`config.mk`:
```
export PLATFORM = sky130hd
export DESIGN_NAME = pico_io_ctrl_flat
export DESIGN_NICKNAME = d
export VERILOG_FILES = /design/src/rtl/pico_io_ctrl_if.sv /design/src/rtl/pico_io_ctrl.sv /design/src/flat_wrapper.sv
export SDC_FILE = /design/constraint.sdc
export NUM_CORES = 1
export LEC_CHECK = 0
export ABC_CLOCK_PERIOD_IN_PS = 3800
export CAP_MARGIN = 30
export CORE_MARGIN = 1
export CORE_UTILIZATION = 30
export CTS_CLUSTER_SIZE = 12
export DETAILED_ROUTE_END_ITERATION = 8
export GPL_TIMING_DRIVEN = 0
export PLACE_DENSITY_LB_ADDON = 0.15
export REMOVE_ABC_BUFFERS = 1
export SETUP_SLACK_MARGIN = 0.3
export SYNTH_ARGS = -nofsm -noshare
export SYNTH_HDL_FRONTEND = slang
export SYNTH_SLANG_ARGS = --single-unit
export TNS_END_PERCENT = 20
```
`constraint.sdc`:
```
create_clock -name clk -period 3.8 [get_ports clk]
set_clock_uncertainty 0.15 [all_clocks]
set_input_delay 0.57 -clock clk [delete_from_list [all_inputs] [get_ports clk]]
set_output_delay 0.57 -clock clk [all_outputs]
set_load 0.02 [all_outputs]
```
`src/rtl/pico_io_ctrl_if.sv`:
```
// KCPSM6 port-bus signals between the processor and pico_io_ctrl.
// master = processor side, slave = controller side.
interface pico_io_ctrl_if;
  logic [7:0] port_id;
  logic [7:0] out_port;
  logic       write_strobe;
  logic       k_write_strobe;
  logic       read_strobe;
  logic [7:0] in_port;
  logic       interrupt;
  logic       interrupt_ack;

  modport master (
    output port_id,
    output out_port,
    output write_strobe,
    output k_write_strobe,
    output read_strobe,
    output interrupt_ack,
    input  in_port,
    input  interrupt
  );

  modport slave (
    input  port_id,
    input  out_port,
    input  write_strobe,
    input  k_write_strobe,
    input  read_strobe,
    input  interrupt_ack,
    output in_port,
    output interrupt
  );
endinterface

```
`src/rtl/pico_io_ctrl.sv`:
```
// KCPSM6 port decoder: 4 output regs, registered input mux,
// and a 4-source edge-triggered interrupt controller.
module pico_io_ctrl #(
  parameter logic [7:0] OUT_BASE      = 8'h00,
  parameter logic [7:0] IN_BASE       = 8'h10,
  parameter logic [7:0] IRQ_STAT_PORT = 8'h20,
  parameter logic [7:0] IRQ_MASK_PORT = 8'h21
) (
  input  logic        clk,
  input  logic        reset,
  pico_io_ctrl_if.slave bus,
  output logic [31:0] out_regs,
  output logic [3:0]  out_stb,
  input  logic [31:0] in_data,
  output logic [3:0]  in_rd_stb,
  input  logic [3:0]  irq_src
);

  typedef enum logic [1:0] {
    IDLE    = 2'd0,
    ASSERT  = 2'd1,
    SERVICE = 2'd2
  } state_e;

  state_e      state_q, state_d;
  logic [31:0] out_regs_q, out_regs_d;
  logic [3:0]  out_stb_q, out_stb_d;
  logic [3:0]  in_rd_stb_q, in_rd_stb_d;
  logic [7:0]  in_port_q, in_port_d;
  logic [3:0]  pending_q, pending_d;
  logic [3:0]  mask_q, mask_d;
  logic [3:0]  irq_prev_q;

  logic [7:0]  out_off;
  logic [7:0]  in_off;
  logic        in_hit;
  logic        stat_hit;
  logic        mask_hit;
  logic        wr_en;
  logic [1:0]  wr_idx;
  logic [3:0]  clr;
  logic        active;
  logic        irq_o;

  assign out_off  = bus.port_id - OUT_BASE;
  assign in_off   = bus.port_id - IN_BASE;
  assign in_hit   = (in_off[7:2] == 6'd0);
  assign stat_hit = (bus.port_id == IRQ_STAT_PORT);
  assign mask_hit = (bus.port_id == IRQ_MASK_PORT);
  assign active   = |(pending_q & mask_q);

  // OUTPUT takes precedence; OUTPUTK only decodes the low nibble
  always_comb begin
    wr_en  = 1'b0;
    wr_idx = 2'd0;
    if (bus.write_strobe) begin
      wr_en  = (out_off[7:2] == 6'd0);
      wr_idx = out_off[1:0];
    end else if (bus.k_write_strobe) begin
      wr_en  = (bus.port_id[3:2] == 2'b00);
      wr_idx = bus.port_id[1:0];
    end
  end

  always_comb begin
    out_regs_d = out_regs_q;
    out_stb_d  = 4'd0;
    if (wr_en) begin
      out_regs_d[8*wr_idx +: 8] = bus.out_port;
      out_stb_d[wr_idx]         = 1'b1;
    end
  end

  always_comb begin
    in_port_d   = 8'h00;
    in_rd_stb_d = 4'd0;
    unique case (1'b1)
      in_hit: begin
        in_port_d = in_data[8*in_off[1:0] +: 8];
        in_rd_stb_d[in_off[1:0]] = bus.read_strobe;
      end
      stat_hit: in_port_d = {4'b0, pending_q};
      mask_hit: in_port_d = {4'b0, mask_q};
      default:  in_port_d = 8'h00;
    endcase
  end

  // a new edge beats a same-cycle write-1-to-clear
  always_comb begin
    clr       = (bus.write_strobe && stat_hit) ? bus.out_port[3:0] : 4'd0;
    pending_d = (pending_q & ~clr) | (irq_src & ~irq_prev_q);
    mask_d    = (bus.write_strobe && mask_hit) ? bus.out_port[3:0] : mask_q;
  end

  always_comb begin
    state_d = state_q;
    irq_o   = 1'b0;
    unique case (state_q)
      IDLE: begin
        if (active) state_d = ASSERT;
      end
      ASSERT: begin
        irq_o = 1'b1;
        if (bus.interrupt_ack) state_d = SERVICE;
        else if (!active)      state_d = IDLE;
      end
      SERVICE: begin
        if (!active) state_d = IDLE;
      end
      default: state_d = IDLE;
    endcase
  end

  always_ff @(posedge clk) begin
    if (reset) begin
      state_q     <= IDLE;
      out_regs_q  <= 32'd0;
      out_stb_q   <= 4'd0;
      in_rd_stb_q <= 4'd0;
      in_port_q   <= 8'h00;
      pending_q   <= 4'd0;
      mask_q      <= 4'd0;
      irq_prev_q  <= irq_src;
    end else begin
      state_q     <= state_d;
      out_regs_q  <= out_regs_d;
      out_stb_q   <= out_stb_d;
      in_rd_stb_q <= in_rd_stb_d;
      in_port_q   <= in_port_d;
      pending_q   <= pending_d;
      mask_q      <= mask_d;
      irq_prev_q  <= irq_src;
    end
  end

  assign out_regs      = out_regs_q;
  assign out_stb       = out_stb_q;
  assign in_rd_stb     = in_rd_stb_q;
  assign bus.in_port   = in_port_q;
  assign bus.interrupt = irq_o;

endmodule

```
`src/flat_wrapper.sv`:
```
// flat-port wrapper written by rule: the top's interface ports become plain ports
module pico_io_ctrl_flat 
#(
  parameter logic [7:0] OUT_BASE      = 8'h00,
  parameter logic [7:0] IN_BASE       = 8'h10,
  parameter logic [7:0] IRQ_STAT_PORT = 8'h20,
  parameter logic [7:0] IRQ_MASK_PORT = 8'h21
)
  (clk, reset, out_regs, out_stb, in_data, in_rd_stb, irq_src, bus_port_id, bus_out_port, bus_write_strobe, bus_k_write_strobe, bus_read_strobe, bus_interrupt_ack, bus_in_port, bus_interrupt);
  pico_io_ctrl_if bus_i ();
  input  logic clk;
  input  logic reset;
  output logic [31:0] out_regs;
  output logic [3:0] out_stb;
  input  logic [31:0] in_data;
  output logic [3:0] in_rd_stb;
  input  logic [3:0] irq_src;
  input wire logic [$bits(bus_i.port_id)-1:0] bus_port_id;
  input wire logic [$bits(bus_i.out_port)-1:0] bus_out_port;
  input wire logic [$bits(bus_i.write_strobe)-1:0] bus_write_strobe;
  input wire logic [$bits(bus_i.k_write_strobe)-1:0] bus_k_write_strobe;
  input wire logic [$bits(bus_i.read_strobe)-1:0] bus_read_strobe;
  input wire logic [$bits(bus_i.interrupt_ack)-1:0] bus_interrupt_ack;
  output wire logic [$bits(bus_i.in_port)-1:0] bus_in_port;
  output wire logic [$bits(bus_i.interrupt)-1:0] bus_interrupt;
  assign bus_i.port_id = bus_port_id;
  assign bus_i.out_port = bus_out_port;
  assign bus_i.write_strobe = bus_write_strobe;
  assign bus_i.k_write_strobe = bus_k_write_strobe;
  assign bus_i.read_strobe = bus_read_strobe;
  assign bus_i.interrupt_ack = bus_interrupt_ack;
  assign bus_in_port = bus_i.in_port;
  assign bus_interrupt = bus_i.interrupt;
  pico_io_ctrl #(.OUT_BASE(OUT_BASE), .IN_BASE(IN_BASE), .IRQ_STAT_PORT(IRQ_STAT_PORT), .IRQ_MASK_PORT(IRQ_MASK_PORT)) u_core (.clk(clk), .reset(reset), .bus(bus_i), .out_regs(out_regs), .out_stb(out_stb), .in_data(in_data), .in_rd_stb(in_rd_stb), .irq_src(irq_src));
endmodule
```
==> results of run 1 <==
power by group:
part / internal [mW] / total [mW] / switching [mW]
clock: 0.315 / 0.562 / 0.246
sequential: 0.658 / 0.662 / 0.00414
combinational: 0.102 / 0.186 / 0.0844
total: 1.07 / 1.41 / 0.335
registers in the layout, summed over array words and instances (netlist names):
signal	cells
u_core.bus.in_port	8
u_core.mask_q	4
u_core.in_rd_stb	4
u_core.state_q	2
u_core.out_stb	4
u_core.pending_q	4
u_core.irq_prev_q	4
u_core.out_regs	32
layer usage:
metal	global-route usage	vias up	wire (um)
li1	-	1236	-
met1	0.204	1178	3840
met2	0.262	67	3700
met3	0.0458	5	441
met4	0.0407	0	72
met5	0	-	0
worst max path at each step:
stage,to,slack (ns),depth (start not counted)
after floorplan,u_core.out_regs[10]$_SDFFE_PP0P_,0.80,5
after global placement,u_core.out_regs[9]$_SDFFE_PP0P_,-1.31,6
after detailed placement,u_core.out_regs[11]$_SDFFE_PP0P_,-0.59,6
after CTS,u_core.out_regs[3]$_SDFFE_PP0P_,0.41,5
after global routing,u_core.out_regs[24]$_SDFFE_PP0P_,0.45,6
final,u_core.out_regs[29]$_SDFFE_PP0P_,0.71,6
synthesized netlist by cell type:
cell,n,area [um^2]
nor2_1,2,7.51
or2_2,2,12.5
a2111oi_0,1,8.76
mux4_2,4,90.1
or4_4,1,11.3
nor2b_1,16,100
a22oi_1,4,30.0
o21ai_1,1,5.00
inv_1,6,22.5
and2_1,5,31.3
dfxtp_1,62,1240
nand2_1,22,82.6
o41ai_2,1,16.3
nor3_1,2,10.0
nor3b_1,2,15.0
nand4bb_1,1,11.3
clkinv_1,1,3.75
and2b_2,3,26.3
a22o_1,2,17.5
clkbuf_1,13,48.8
nand4_1,4,25.0
mux2i_1,32,320
nor4b_2,2,30.0
nor4b_1,12,105
o32ai_1,4,35.0
buf_6,2,22.5
buf_1,1,3.75
or3_1,1,6.26
buf_4,4,30.0
nand3_1,16,80.1
ha_1,6,75.1
or4b_4,1,13.8
a21oi_1,5,25.0
and4b_1,1,10.0
and3b_1,1,8.76
o21ai_0,1,5.00
nand2b_1,36,225
mux2_2,16,180
cells by family after synthesis:
family                     Yosys count  synth area share
AOI/OAI and AO/OA                   19            0.0477
DFF                                 62             0.415
buffers and inverters               27            0.0439
adders and majority gates            6            0.0251
and+or+nand+nor                    130             0.271
muxes                               52             0.197
area by class of cell:
class	count	area (um^2)
inverters	7	27.5
multi-input cells	207	1630
well taps	133	166
flip-flops and latches	62	1240
clock buffers	11	141
fillers	987	5380
repair buffers	109	1090
clock inverters	4	47.5
metrics by stage:
stage	hold slack, ns	TNS [ns]	total power [mW]
2_1_floorplan	0.248	0	0.754
3_3_place_gp	0.250	-31.25	0.859
3_5_place_dp	0.263	-10.26	0.861
4_1_cts	0.270	0	1.43
5_1_grt	0.286	0	1.47
6_report	0.270	0	1.41
worst reg2reg max path, delay by kind of cell, from the launching register on:
kind | cells | cell delay, ns
flip-flops | 1 | 0.36
AND/OR/NAND/NOR | 1 | 0.05
AO/OA/AOI/OAI | 2 | 0.59
repair_timing:
action / in CTS / in global routing
pin swaps: 0 / 1
buffers inserted: 0 / 2
endpoints found under the setup margin: 28 / 21
gates resized for setup: 4 / 2
==> reports/results.tsv, run 1 <==
stage	metric	value	unit
hold_path	cell depth of the worst hold path	1	
yosys	synthesized cell area	2990	um^2
clock_tree	CTS H-tree depth	3	
final_layout	Nets	460	
sta	Fmax achieved	323	MHz
final_layout	most common cell after layout, fill and taps aside	clkdlybuf4s50_1	
global_routing	grt total ovfl	0	
global_routing	total track usage	0.159	
route	drt first pass iters	6	
critical_path	flop-to-flop setup slack	2.53	ns
yosys	Mapped Cells	296	
critical_path	chain of cells forming the critical path	clkdlybuf4s50_1 -> and2_1 -> ha_1 -> nor2b_2 -> nand3_1 -> mux2i_1	
clock_tree	Root Driver	clkbuf_8	
clock_tree	Bufs on Longest Clock Path	2	
global_routing	largest net degree at the start of global routing	63	
yosys	syn_area_per_cell	10.1	um^2
critical_path	Buf/Inv on CP	1	
critical_path	origin of the critical flop-to-flop path	u_core.mask_q[0]$_SDFFE_PP0P_	
sta	Final min period	3.09	ns
die	Starting Density	0.308	
critical_path	Setup crit start kind	primary input	
placement	HPWL after detailed placement	5680	um
route	via count	2486	
critical_path	CP max stage delay	0.81	ns
route	Remaining DRCs	1	
route	drt initial violations	79	
sta	Final WS setup	0.705	ns
status	status	finished with violations	
yosys	sequential share of the synthesized area	0.415	
placement	RD Place Congestion	0.725	
hold_path	hold crit path type	reg -> reg	
clock_tree	hold bufs inserted after CTS	0	
placement	DP Area	4130	um^2
die	# rows	36	
critical_path	CP Data Arrival Time	3.20	ns
die	core area	9730	um^2
critical_path	Crit Path Category	in -> reg	
power	static leakage	1.70	nW
sta	max-slew violations	0	
final_layout	fin util	0.447	
final_layout	Antenna diodes	0	
yosys	YS warnings	0	
route	Via density	4.66	
placement	pre-CTS setup slack	-0.591	ns
die	DIE HEIGHT	102	um
final_layout	most frequent cells in the layout	clkdlybuf4s50_1, dfxtp_1, nand2b_1	
final_layout	Final Cell Area	4350	um^2
placement	IO Port Bufs	106	
power	Power Dens Cells	324	nW/um^2
route	routed length per placed instance	15.1	um
critical_path	Worst R2R End	u_core.state_q[0]$_SDFFE_PP0P_	
hold_path	worst hold endpoint	u_core.pending_q[1]$_SDFF_PP0_	
placement	placed cells	516	
critical_path	Worst Setup End Kind	flip-flop	
global_routing	vias in the first global route	2451	
critical_path	FF-to-FF path depth	3	
yosys	post-synthesis register bit count	62	
critical_path	cell family with the largest share of critical-path delay	simple AND/OR/NAND/NOR gates	
route	Total Wirelength	8060	um
critical_path	Slowest cell on crit path	clkdlybuf4s50_1	
flow_run	MaxCap Viol Count	0	
global_routing	initial antenna violation count	0	
global_routing	first-pass GRT wire length	12400	um
clock_tree	Worst-path clk slew	0.07	ns
status	violated checks	DRC	
sta	RSZ-0062 raised after global routing	no	
sta	final hold vios	0	
sta	Max-Slew Margin vs Limit	0.450	
critical_path	CP startpoint	bus_port_id[1]	
power	peak supply drop	0.248	mV
final_layout	layout cells sized above 1	0.130	
clock_tree	CTS Sinks	62	
die	Die Area	10400	um^2
sta	worst-margin pin slew	0.823	ns
clock_tree	Skew-Pair Late Insertion Delay	0.33	ns
route	final antenna-violating net count	0	
critical_path	critical path fanouts, max	18	
hold_path	Hold Path Origin	u_core.irq_prev_q[1]$_DFF_P_	
sta	Final Setup Violations	0	
sta	fin crit share	0.814	
final_layout	fin cells	533	
final_layout	P&R area growth vs syn	45.4	%
die	chip width	102	um
clock_tree	TritonCTS Buffers	9	
critical_path	WP data required	3.90	ns
clock_tree	CTS tree	built	
die	IO Count	107	
yosys	Distinct cells, synth	38	
Power figures use the tool's default switching activity.
==> run 2: changes to the inputs <==
ABC_CLOCK_PERIOD_IN_PS = 2700   (was 3800)
clock period = 2.7 ns   (was 3.8 ns; I/O delays follow)
==> run 2 against run 1 <==
Effect of this change: the flow still finishes with violations (DRC); wire length is 2.1% higher; total power rose by 43%; cell area increased by 3.1%; combinational power up 59%; first-iteration DRC count down 28%; flip-flop and latch count is the same; hold slack worse by 0.00077 ns; worst setup slack got worse by 0.43 ns; global-route usage up 0.15 points; critical path depth is 2 higher; count of clock-buffer cells in the layout stayed put; largest cell class unchanged.
==> reports/results.tsv, run 2 (synthesized netlist as in run 1, its figures left out) <==
stage	metric	value	unit	change
clock_tree	Worst-path clk slew	0.07	ns	about the same
clock_tree	CTS H-tree depth	3		unchanged
clock_tree	Root Driver	clkbuf_8		
die	core area	9730	um^2	unchanged
die	Starting Density	0.308		unchanged
route	Via density	4.65		-0.39%
critical_path	CP max stage delay	0.46	ns	-0.35 ns
sta	worst-margin pin slew	0.541	ns	-0.282 ns
critical_path	Slowest cell on crit path	clkdlybuf4s50_1		
clock_tree	CTS tree	built		
sta	Max-Slew Margin vs Limit	0.636		+0.186
route	Remaining DRCs	1		unchanged
route	routed length per placed instance	15.2	um	+0.39%
critical_path	Worst Setup End Kind	flip-flop		
global_routing	first-pass GRT wire length	12600	um	+1.0%
route	Total Wirelength	8230	um	+2.1%
clock_tree	CTS Sinks	62		unchanged
route	drt initial violations	57		-28%
final_layout	sequential cell area	1240	um^2	unchanged
final_layout	area of the multi-input gates	1710	um^2	+4.4%
die	DIE HEIGHT	102	um	unchanged
route	drt first pass iters	6		unchanged
final_layout	Nets	469		+2.0%
die	chip width	102	um	unchanged
sta	Final min period	2.43	ns	
power	static leakage	1.77	nW	+4.0%
final_layout	fin util	0.461		+0.0140
clock_tree	Bufs on Longest Clock Path	2		unchanged
status	status	finished with violations		
final_layout	P&R area growth vs syn	49.9	%	
flow_run	MaxCap Viol Count	0		unchanged
global_routing	initial antenna violation count	0		unchanged
final_layout	most frequent cells in the layout	clkdlybuf4s50_1, dfxtp_1, nand2b_1		
die	IO Count	107		unchanged
clock_tree	hold bufs inserted after CTS	0		unchanged
route	final antenna-violating net count	0		unchanged
placement	IO Port Bufs	106		unchanged
sta	Final Setup Violations	0		unchanged
final_layout	most common cell after layout, fill and taps aside	clkdlybuf4s50_1		
critical_path	CP Data Arrival Time	2.54	ns	-0.66 ns
placement	placed cells	516		unchanged
sta	max-slew violations	0		unchanged
final_layout	fin cells	542		+1.7%
final_layout	Antenna diodes	0		unchanged
final_layout	Final Cell Area	4490	um^2	+3.1%
sta	Fin Hold WS	0.269	ns	-0.000773 ns
power	peak supply drop	0.340	mV	+37%
power	total power	2.02	mW	+43%
critical_path	chain of cells forming the critical path	clkdlybuf4s50_1 -> or2_2 -> and2_2 -> ha_4 -> clkbuf_4 -> nor4b_2 -> nand2_1 -> mux2i_1		
final_layout	layout cells sized above 1	0.171		+0.0411
placement	DP Area	4130	um^2	unchanged
status	violated checks	DRC		
critical_path	critical path fanouts, max	9		-9
critical_path	WP data required	2.81	ns	-1.09 ns
placement	RD Place Congestion	0.725		unchanged
sta	fin crit share	0.899		
hold_path	hold crit path type	reg -> reg		
global_routing	largest net degree at the start of global routing	63		unchanged
global_routing	total track usage	0.160		+0.00146
critical_path	Setup crit start kind	primary input		
final_layout	Fillers	977		-1.0%
global_routing	vias in the first global route	2487		+1.5%
sta	Fmax achieved	412	MHz	
final_layout	Largest register FFs	32		unchanged
clock_tree	TritonCTS Buffers	9		unchanged
die	Die Area	10400	um^2	unchanged
placement	HPWL after detailed placement	5680	um	unchanged
clock_tree	Skew-Pair Late Insertion Delay	0.33	ns	about the same
die	# rows	36		unchanged
sta	RSZ-0062 raised after global routing	yes		
global_routing	grt total ovfl	0		unchanged
critical_path	Crit Path Category	in -> reg		
route	via count	2518		+1.3%
sta	final hold vios	0		unchanged
power	Power Dens Cells	449	nW/um^2	+39%
-- run 2: critical path: cells and delay by family --
family | cells | cell delay (ns)
fa+ha+maj | 1 | 0.30
simple gates | 4 | 1.00
mux | 1 | 0.14
buf+inv | 2 | 0.68
-- run 2: final timing paths --
kind,cells after the start,slack [ns],end,start
setup / recovery,8,0.27,u_core.out_regs[11]$_SDFFE_PP0P_,bus_k_write_strobe
hold / removal,1,0.27,u_core.pending_q[1]$_SDFF_PP0_,u_core.irq_prev_q[1]$_DFF_P_
setup reg to reg,3,1.44,u_core.state_q[0]$_SDFFE_PP0P_,u_core.mask_q[0]$_SDFFE_PP0P_
hold reg to reg,1,0.27,u_core.pending_q[1]$_SDFF_PP0_,u_core.irq_prev_q[1]$_DFF_P_
-- run 2: cell type report --
cell class | instances | area share
well taps | 133 | 0.0371
clock inverters | 4 | 0.0106
multi-input cells | 207 | 0.380
clock buffers | 11 | 0.0315
repair buffers | 118 | 0.258
inverters | 7 | 0.00613
flip-flops and latches | 62 | 0.277
-- run 2: repair_timing --
item	in CTS	in global routing
hold endpoints to repair	0	0
gates resized for setup	14	8
buffers inserted	6	5
pin swaps	2	2
setup endpoints to repair	40	31
-- run 2: per-stage QoR --
step                worst slack [ns]  TNS [ns]
floorplan                     -0.132     -2.11
CTS                            0.277         0
detailed placement             -1.53    -42.97
global placement               -2.24    -73.70
finish                         0.273         0
global route                   0.224         0
-- run 2: routing by layer --
layer	GRT usage	part of all wire
met2	0.271	0.47
met1	0.201	0.47
met3	0.0458	0.053
met5	0	0
met4	0.0407	0.0086
-- run 2: where the power goes --
part,leakage (nW),switching [mW],internal (mW)
combinational,1.18,0.131,0.164
sequential,0.502,0.00586,0.925
clock,0.0952,0.346,0.443
